`config.mk`:
```
export PLATFORM = sky130hd
export DESIGN_NAME = bus_arbiter_rr
export DESIGN_NICKNAME = d
export VERILOG_FILES = /design/src/rtl/bus_arbiter_rr_pkg.sv /design/src/rtl/bus_arbiter_rr_select.sv /design/src/rtl/bus_arbiter_rr.sv
export SDC_FILE = /design/constraint.sdc
export NUM_CORES = 1
export LEC_CHECK = 0
export CORE_UTILIZATION = 54
export CTS_CLUSTER_SIZE = 40
export DETAILED_ROUTE_END_ITERATION = 16
export PLACE_DENSITY_LB_ADDON = 0.15
export SYNTH_ARGS = -nofsm -noshare
export SYNTH_HDL_FRONTEND = slang
export SYNTH_SLANG_ARGS = --single-unit
```
`constraint.sdc`:
```
create_clock -name clock -period 2.9 [get_ports clock]
set_clock_uncertainty 0.2 [all_clocks]
set_input_delay 0.58 -clock clock [delete_from_list [all_inputs] [get_ports clock]]
set_output_delay 0.58 -clock clock [all_outputs]
set_load 0.01 [all_outputs]
```
`src/rtl/bus_arbiter_rr_pkg.sv`:
```
// bus_arbiter_rr_pkg
//   Shared definitions for the round-robin bus arbiter: FSM state encoding,
//   master index width and default timeout values.
package bus_arbiter_rr_pkg;

   // Master index width; covers up to 8 masters.
   localparam int IDX_W = 3;

   localparam int DEF_BEGIN_TIMEOUT  = 16;
   localparam int DEF_ACTIVE_TIMEOUT = 1024;

   typedef enum logic [1:0] {
      ST_IDLE    = 2'd0,
      ST_GRANTED = 2'd1,
      ST_ACTIVE  = 2'd2,
      ST_ABORT   = 2'd3
   } arb_state_e;

endpackage

```
`src/rtl/bus_arbiter_rr_select.sv`:
```
// rr_priority_select
//   Purely combinational round-robin picker. Finds the first requesting
//   index strictly after last_granted, searching upward and wrapping at
//   NR_OF_MASTERS-1 -> 0.
//   Ports:
//     requests     : per-master request vector
//     last_granted : index of the most recently granted master
//     winner       : one-hot winner (zero when no request)
//     index        : winner index (zero when no request)
//     valid        : at least one request present
module rr_priority_select
   import bus_arbiter_rr_pkg::*;
#(
   parameter int NR_OF_MASTERS = 4
) (
   input  logic [NR_OF_MASTERS-1:0] requests,
   input  logic [IDX_W-1:0]         last_granted,
   output logic [NR_OF_MASTERS-1:0] winner,
   output logic [IDX_W-1:0]         index,
   output logic                     valid
);

   // Offset 1 is the highest-priority slot, offset NR_OF_MASTERS (i.e. the
   // last granted master itself) the lowest. Candidate i sits at offset off
   // when last_granted+off equals i, or i+NR_OF_MASTERS after wrapping.
   always_comb begin
      winner = '0;
      index  = '0;
      valid  = 1'b0;
      for (int off = 1; off <= NR_OF_MASTERS; off++) begin
         for (int i = 0; i < NR_OF_MASTERS; i++) begin
            if (!valid && requests[i] &&
                ((int'(last_granted) + off == i) ||
                 (int'(last_granted) + off == i + NR_OF_MASTERS))) begin
               valid     = 1'b1;
               winner[i] = 1'b1;
               index     = IDX_W'(i);
            end
         end
      end
   end

endmodule

```
`src/rtl/bus_arbiter_rr.sv`:
```
// bus_arbiter_rr
//   Round-robin arbiter for a shared bus with begin-timeout and active
//   watchdog. A grant is issued one cycle after a request is seen in IDLE.
//   A granted master that never begins loses the grant silently; an open
//   transaction that outlives the watchdog is killed with a one-cycle
//   busErrorOut + endTransactionOut pulse.
//   Ports:
//     clock, reset        : rising-edge clock, synchronous active-high reset
//     busRequests         : per-master request
//     busGrants           : registered one-hot grant
//     beginTransactionIn  : shared begin strobe
//     endTransactionIn    : shared end strobe
//     busErrorIn          : slave error (observed, does not steer the FSM)
//     endTransactionOut   : forced end strobe on watchdog abort
//     busErrorOut         : error broadcast on watchdog abort
//     activeMaster        : index of granted master, 0 when none
//     busBusy             : high whenever the FSM is not IDLE
module bus_arbiter_rr
   import bus_arbiter_rr_pkg::*;
#(
   parameter int NR_OF_MASTERS  = 4,
   parameter int BEGIN_TIMEOUT  = DEF_BEGIN_TIMEOUT,
   parameter int ACTIVE_TIMEOUT = DEF_ACTIVE_TIMEOUT
) (
   input  logic                     clock,
   input  logic                     reset,
   input  logic [NR_OF_MASTERS-1:0] busRequests,
   output logic [NR_OF_MASTERS-1:0] busGrants,
   input  logic                     beginTransactionIn,
   input  logic                     endTransactionIn,
   input  logic                     busErrorIn,
   output logic                     endTransactionOut,
   output logic                     busErrorOut,
   output logic [IDX_W-1:0]         activeMaster,
   output logic                     busBusy
);

   localparam int WAIT_W = $clog2(BEGIN_TIMEOUT) + 1;
   localparam int WDOG_W = $clog2(ACTIVE_TIMEOUT) + 1;

   arb_state_e               state_q, state_d;
   logic [NR_OF_MASTERS-1:0] grants_q, grants_d;
   logic [IDX_W-1:0]         active_q, active_d;
   logic [IDX_W-1:0]         last_q, last_d;
   logic [WAIT_W-1:0]        wait_q, wait_d;
   logic [WDOG_W-1:0]        wdog_q, wdog_d;
   logic                     err_q, err_d;
   logic                     endo_q, endo_d;

   logic [NR_OF_MASTERS-1:0] sel_winner;
   logic [IDX_W-1:0]         sel_index;
   logic                     sel_valid;

   // A slave error never changes arbitration; the transaction still closes
   // through the end strobe or the watchdog.
   logic unused_bus_error;
   assign unused_bus_error = busErrorIn;

   rr_priority_select #(
      .NR_OF_MASTERS(NR_OF_MASTERS)
   ) u_select (
      .requests    (busRequests),
      .last_granted(last_q),
      .winner      (sel_winner),
      .index       (sel_index),
      .valid       (sel_valid)
   );

   always_comb begin
      state_d  = state_q;
      grants_d = grants_q;
      active_d = active_q;
      last_d   = last_q;
      wait_d   = wait_q;
      wdog_d   = wdog_q;
      err_d    = 1'b0;
      endo_d   = 1'b0;
      unique case (state_q)
         ST_IDLE: begin
            if (sel_valid) begin
               state_d  = ST_GRANTED;
               grants_d = sel_winner;
               active_d = sel_index;
               last_d   = sel_index;
               wait_d   = '0;
            end
         end
         ST_GRANTED: begin
            // grants_q is one-hot, so masking picks the holder's request.
            if (beginTransactionIn) begin
               state_d = ST_ACTIVE;
               wdog_d  = '0;
            end else if ((busRequests & grants_q) == '0 ||
                         wait_q == WAIT_W'(BEGIN_TIMEOUT - 1)) begin
               state_d  = ST_IDLE;
               grants_d = '0;
               active_d = '0;
            end else if (wait_q != '1) begin
               wait_d = wait_q + 1'b1;
            end
         end
         ST_ACTIVE: begin
            // End strobe takes precedence over a simultaneous expiry.
            if (endTransactionIn) begin
               state_d  = ST_IDLE;
               grants_d = '0;
               active_d = '0;
            end else if (wdog_q == WDOG_W'(ACTIVE_TIMEOUT - 1)) begin
               state_d  = ST_ABORT;
               grants_d = '0;
               active_d = '0;
               err_d    = 1'b1;
               endo_d   = 1'b1;
            end else if (wdog_q != '1) begin
               wdog_d = wdog_q + 1'b1;
            end
         end
         ST_ABORT: state_d = ST_IDLE;
         default:  state_d = ST_IDLE;
      endcase
   end

   always_ff @(posedge clock) begin
      if (reset) begin
         state_q  <= ST_IDLE;
         grants_q <= '0;
         active_q <= '0;
         last_q   <= IDX_W'(NR_OF_MASTERS - 1);
         wait_q   <= '0;
         wdog_q   <= '0;
         err_q    <= 1'b0;
         endo_q   <= 1'b0;
      end else begin
         state_q  <= state_d;
         grants_q <= grants_d;
         active_q <= active_d;
         last_q   <= last_d;
         wait_q   <= wait_d;
         wdog_q   <= wdog_d;
         err_q    <= err_d;
         endo_q   <= endo_d;
      end
   end

   assign busGrants         = grants_q;
   assign activeMaster      = active_q;
   assign busErrorOut       = err_q;
   assign endTransactionOut = endo_q;
   assign busBusy           = (state_q != ST_IDLE);

endmodule

```
Word level (Yosys, flattened, before mapping)
Index checks and enable logic that the tools add are counted.
{"block": "word_totals", "wordCells": 215, "input_bits": 9, "regBits": 29, "output_inout_bits": 10}
{"block": "classes", "reduce_logical": 79, "n_eq_ne": 46, "muxes": 75, "addsub": 6, "bitwise_logic": 2}
{"cell": "== test 32 x 4 -> 1 bit (second input constant)", "count": 16}
{"cell": "== test 32 x 3 -> 1 bit (second input constant)", "count": 8}
{"cell": "== test 32 x 2 -> 1 bit (second input constant)", "count": 4}
{"cell": "logical NOT 32 bit", "count": 4}
{"cell": "2-to-1 mux 11 bit", "count": 4}
{"cell": "2-to-1 mux 2 bit", "count": 19}
{"cell": "2-to-1 mux 1 bit", "count": 33}
{"cell": "logical AND 1 bit", "count": 31}
{"cell": "one-hot mux 11 bit (2 select lines)", "count": 1}
{"cell": "2-to-1 mux 4 bit", "count": 5}
{"cell": "2-to-1 mux 5 bit", "count": 4}
{"cell": "inequality test 2 bit (second input constant)", "count": 9}
{"cell": "logical OR 1 bit", "count": 17}
{"cell": "logical NOT 1 bit", "count": 15}
{"cell": "2-to-1 mux 3 bit", "count": 5}
{"cell": "AND reduction 5 bit", "count": 3}
{"cell": "one-hot mux 4 bit (3 select lines)", "count": 1}
{"cell": "adder 11 x 1 -> 11 bit (second input constant)", "count": 1}
{"cell": "== test 11 x 10 -> 1 bit (second input constant)", "count": 1}
{"cell": "inequality test 11 bit (second input constant)", "count": 1}
{"cell": "one-hot mux 5 bit (2 select lines)", "count": 1}
{"cell": "one-hot mux 3 bit (3 select lines)", "count": 1}
{"cell": "adder 3 x 2 -> 4 bit (second input constant)", "count": 2}
{"cell": "one-hot mux 2 bit (4 select lines)", "count": 1}
{"cell": "other kinds (17)", "count": 21}

Depth between registers and ports, before layout
{"block": "depth", "word_depth": 67, "mapped_depth": 8, "depth_no_buf": 7}

By module
From an unflattened synthesis, not the netlist that was laid out.
{"block": "hier_totals", "cells_unflattened": 238, "hier_area_um2": 1920.6}
{"module": "bus_arbiter_rr", "cells_each": 191, "instances": 1, "seq_area_each_um2": 580.6, "area_each_um2": 1632.8}
{"module": "rr_priority_select", "cells_each": 47, "instances": 1, "seq_area_each_um2": 0.0, "area_each_um2": 287.8}

Least setup slack after synthesis
No wires, ideal clock.
{"block": "synth_timing", "path_type": "flip-flop to flip-flop", "from": "register wait_q[0]", "to": "register wait_q[2]", "n_path_buf": 0, "required_time_ns": 2.585, "setup_time_ns": 0.115, "synth_period_minus_slack_ns": 2.059, "stages_incl_launch_ff": 7, "t_arrival_ns": 1.744, "path_slack_ns": 0.841, "cell_sequence": "dfxtp_1 > ha_1 > and3_1 > ha_1 > a2111oi_4 > o221ai_1 > a31o_1"}
{"block": "synth_between", "elab_chain_cells": 5, "word_cells_on_any_way": 11, "classes_between": "add/sub: 1; eq/ne: 4; mux: 4; reduce/logical: 2"}
{"item": "start, declared", "line_no": "bus_arbiter_rr.sv:45", "text": "logic [WAIT_W-1:0] wait_q, wait_d;"}
{"item": "start signal, assigned", "line_no": "bus_arbiter_rr.sv:138", "text": "wait_q <= wait_d;"}
{"item": "adder 5 x 1 -> 5 bit", "line_no": "bus_arbiter_rr.sv:99", "text": "wait_d = wait_q + 1'b1;"}
{"item": "2-to-1 mux 5 bit", "line_no": "bus_arbiter_rr.sv:98", "text": "end else if (wait_q != '1) begin"}
{"item": "2-to-1 mux 5 bit", "line_no": "bus_arbiter_rr.sv:93", "text": "end else if ((busRequests & grants_q) == '0 ||"}
{"item": "2-to-1 mux 5 bit", "line_no": "bus_arbiter_rr.sv:90", "text": "if (beginTransactionIn) begin"}
{"item": "one-hot mux 5 bit (2 select lines)", "line_no": "bus_arbiter_rr.sv:78", "text": "unique case (state_q)"}
Parallel ways exist; a longest one is shown, timed or not. The select of a mux whose other input is x is not followed.
A chain may end at the register's enable or synchronous reset.

Worst setup path in the final report
{"block": "layout_timing", "from": "register state_q[0]", "to": "output busBusy"}
{"block": "layout_between", "elab_chain_cells": 1}
{"item": "start, declared", "line_no": "bus_arbiter_rr.sv:41", "text": "arb_state_e state_q, state_d;"}
{"item": "start signal, assigned", "line_no": "bus_arbiter_rr.sv:134", "text": "state_q <= state_d;"}
{"item": "nonzero test 2 bit", "line_no": "bus_arbiter_rr.sv:149", "text": "assign busBusy = (state_q != ST_IDLE);"}
{"item": "end, declared", "line_no": "bus_arbiter_rr.sv:35", "text": "output logic busBusy"}
Every way passes these cells.

==> reports/qor.csv <==
stage;metric;value;unit
global_routing;first_global_vias;1176;
setup_path;reg2reg_to;busGrants[3];
timing;hold_violations;0;
clocking;root_buffer;clkbuf_4;
routing;wl;2970;microns
cells_and_area;layout-drive-gt1-share;6.28;%
placed_design;dpl.cell_count;217;
logic_synthesis;ys_ff_latch;27;
placed_design;port_buffers;16;
power;p_per_area;433;mW/mm^2
timing;tns;0;ns
timing;max_slew.worst_pin.slew;0.567;ns
global_routing;grt_max_degree;17;
floorplan;pin_count;19;
logic_synthesis;synth_edf_count;0;
logic_synthesis;async_reset_ff_share;0;%
clocking;post_cts_buffers;0;
setup_path;crit_type;flip-flop to output pin;
setup_path;critPathSlowestCell;clkdlybuf4s50_1;
logic_synthesis;syn_area;0.00153;sq mm
setup_path;crit_start;state_q[0];
clocking;worstSkewPairLatency;0.33;ns
power;p_clk_share;22.4;%
floorplan;core-area;0.00257;sq mm
power;pwr-share-seq;54.1;%
placed_design;hpwl;2240;microns
clocking;htree_levels;1;
global_routing;grt_use_total;19.7;%
clocking;numCtsBuffers;3;
routing;vias;1327;
routing;wl_per_cell;13.4;microns
floorplan;die_x;55.2;microns
floorplan;dieArea;0.00305;sq mm
setup_path;worstSetupEndpoint;busBusy;
setup_path;crit_fanout;7;
clocking;clockBufferDepth;2;
setup_path;critPathArrivalTime;1.66;ns
timing;maxSlewViolCount;0;
cells_and_area;area_growth;13.0;%
power;ir_drop;330;uV
routing;dr_wl_met2;1250;microns
power;p_comb_share;23.5;%
timing;rsz0062_at_grt;false;
logic_synthesis;seq_area_frac_synth;35.3;%
routing;firstDrtPassIters;7;
logic_synthesis;syn_inst;176;
cells_and_area;fillers;214;
cells_and_area;final_cells;221;
power;p_leak;0.655;nW
power;internal_power;0.518;mW
routing;drtIter0Drc;56;
hold_path;hold_class;flip-flop to flip-flop;
floorplan;rows;18;
routing;vias_per_cell;6.00;
global_routing;grt_pass1_wl;5020;microns
timing;slew_headroom;62.0;%
setup_path;critPathMostFrequentCell;inv_1;
routing;routed.top_layer;met4;
routing;m1WireLength;1540;microns
timing;timing.fmax;0.409;GHz
clocking;cts_num_sinks;27;
routing;antenna_left;0;
outcome;status;completed;
setup_path;crit_path_max_incr_delay;0.53;ns
clocking;holdBufCountCts;0;
logic_synthesis;synth_nets;192;
setup_path;rrSetupSlack;0.66;ns
cells_and_area;num_antenna_cells;0;
global_routing;overflow;0;
power;netSwitchingFraction;30.9;%
timing;period_needed;2.44;ns
clocking;cts_resized;0;
logic_synthesis;avgSynthCellArea;8.69;sq um
routing;wl_met3;136;microns
clocking;cts_tree;yes;
floorplan;die_height;55.2;microns
routing;drc;0;
global_routing;antenna_found_initial;0;
setup_path;worst_setup_path_start_kind;flip-flop;
setup_path;reg2reg_depth;6;
setup_path;timing.rr.start;state_q[1];
setup_path;required;2.12;ns
logic_synthesis;ys.warnings.count;0;
timing;setup_viol_count_final;0;
timing;fin_crit_sh;84.3;%
logic_synthesis;synth_cell_types;44;
clocking;clk_pin_slew;0.16;ns
setup_path;end_kind;output pin;
cells_and_area;final_nets;208;
power;power.switching;0.232;mW
flow_run;maxCapViolations;0;
logic_synthesis;ys.flop_type;dfxtp_1;
floorplan;start_util;59.6;%
setup_path;path_cells;inv_1 > ha_1 > inv_1 > clkdlybuf4s50_1;
placed_design;gp_congestion;0.774;
worst max-delay path: cells and delay by family (launching register included):
kind / cells / cell delay (ns)
fa+ha+maj: 1 / 0.28
buf+inv: 3 / 0.70
flops: 1 / 0.37
state kept, by name, summed over array words and instances, names as in the netlist:
name / count
endTransactionOut: 1
state_q: 2
wdog_q: 11
activeMaster: 2
busGrants: 4
wait_q: 5
last_q: 2
worst min-delay path by stage:
stage                               start         endpoint  slack (ns)  cells past startpoint
after global routing      activeMaster[1]  activeMaster[1]        0.30                      2
after global placement    activeMaster[0]  activeMaster[0]        0.25                      2
after CTS                 activeMaster[1]  activeMaster[1]        0.28                      2
final                     activeMaster[1]  activeMaster[1]        0.27                      2
after detailed placement  activeMaster[1]  activeMaster[1]        0.26                      2
after floorplan                 wait_q[3]        wait_q[3]        0.23                      1
cell usage after synthesis (4+ instances only):
master / number / area, sq um
ha_1: 7 / 87.6
xor2_1: 7 / 61.3
and4_1: 5 / 43.8
mux2i_1: 5 / 50.1
inv_1: 10 / 37.5
a21oi_1: 5 / 25.0
o21ai_0: 4 / 20.0
and3_1: 5 / 31.3
nand2_1: 18 / 67.6
nor4_1: 4 / 25.0
o211ai_1: 6 / 45.0
nor2_1: 23 / 86.3
dfxtp_1: 27 / 541
kinds of logic after synthesis:
logic type | synth area share, %
DFF | 35.3
adders and majority gates | 5.72
xor gates and xnor gates | 5.15
and+or+nand+nor | 23.5
other | 0.245
AOI/OAI and AO/OA | 22.5
buffers and inverters | 4.33
muxes | 3.27
power by group through the flow:
stage | Clock [mW] | Combinational, mW | Sequential (mW)
floorplan | 0 | 0.118 | 0.413
global placement | 0 | 0.171 | 0.412
detailed placement | 0 | 0.174 | 0.413
CTS | 0.172 | 0.175 | 0.405
global route | 0.188 | 0.195 | 0.408
finish | 0.168 | 0.176 | 0.405
per-stage QoR:
stage,utilization (%),area (sq um),setup WS [ns],power (mW),hold slack [ns]
2_1_floorplan,-,1530,0.841,0.531,0.233
3_3_place_gp,66.2,1700,0.286,0.582,0.248
3_5_place_dp,66.2,1700,0.252,0.588,0.256
4_1_cts,67.3,1730,0.440,0.752,0.275
5_1_grt,67.3,1730,0.340,0.791,0.295
6_report,67.3,1730,0.455,0.749,0.273
layout make-up:
class                      instances  area [sq um]  area share [%]
tap                               30          37.5            2.17
clock buffer                       3          22.5            1.30
multi-input combinational        134           923            53.4
sequential                        27           541            31.3
timing repair buffer              16           160            9.26
clock inverter                     1          7.51           0.434
inverter                          10          37.5            2.17
per-layer routing:
| metal | up-vias | global-route usage (%) |
|---|---|---|
| met5 | - | 0 |
| met4 | 0 | 5.71 |
| met3 | 9 | 4.22 |
| met2 | 39 | 30.5 |
| met1 | 609 | 27.8 |
| li1 | 670 | - |
cells in the final DEF, fill, tap and decap left out, drive strengths merged, types with 3 or more instances in the layout:
cell type      Yosys  final
a21oi              5      5
and4               5      5
and3               5      5
xor2               7      7
and2               3      3
a31o               3      3
clkbuf             1      3
nor4               4      4
nand2             18     18
o211ai             6      6
ha                 7      7
clkdlybuf4s50      0     16
mux2i              5      5
o2111ai            3      3
o21ai              4      4
nor2              23     23
o22ai              3      3
dfxtp             27     27
inv               10     10
nand2b             3      3
Power figures use the tool's default switching activity.
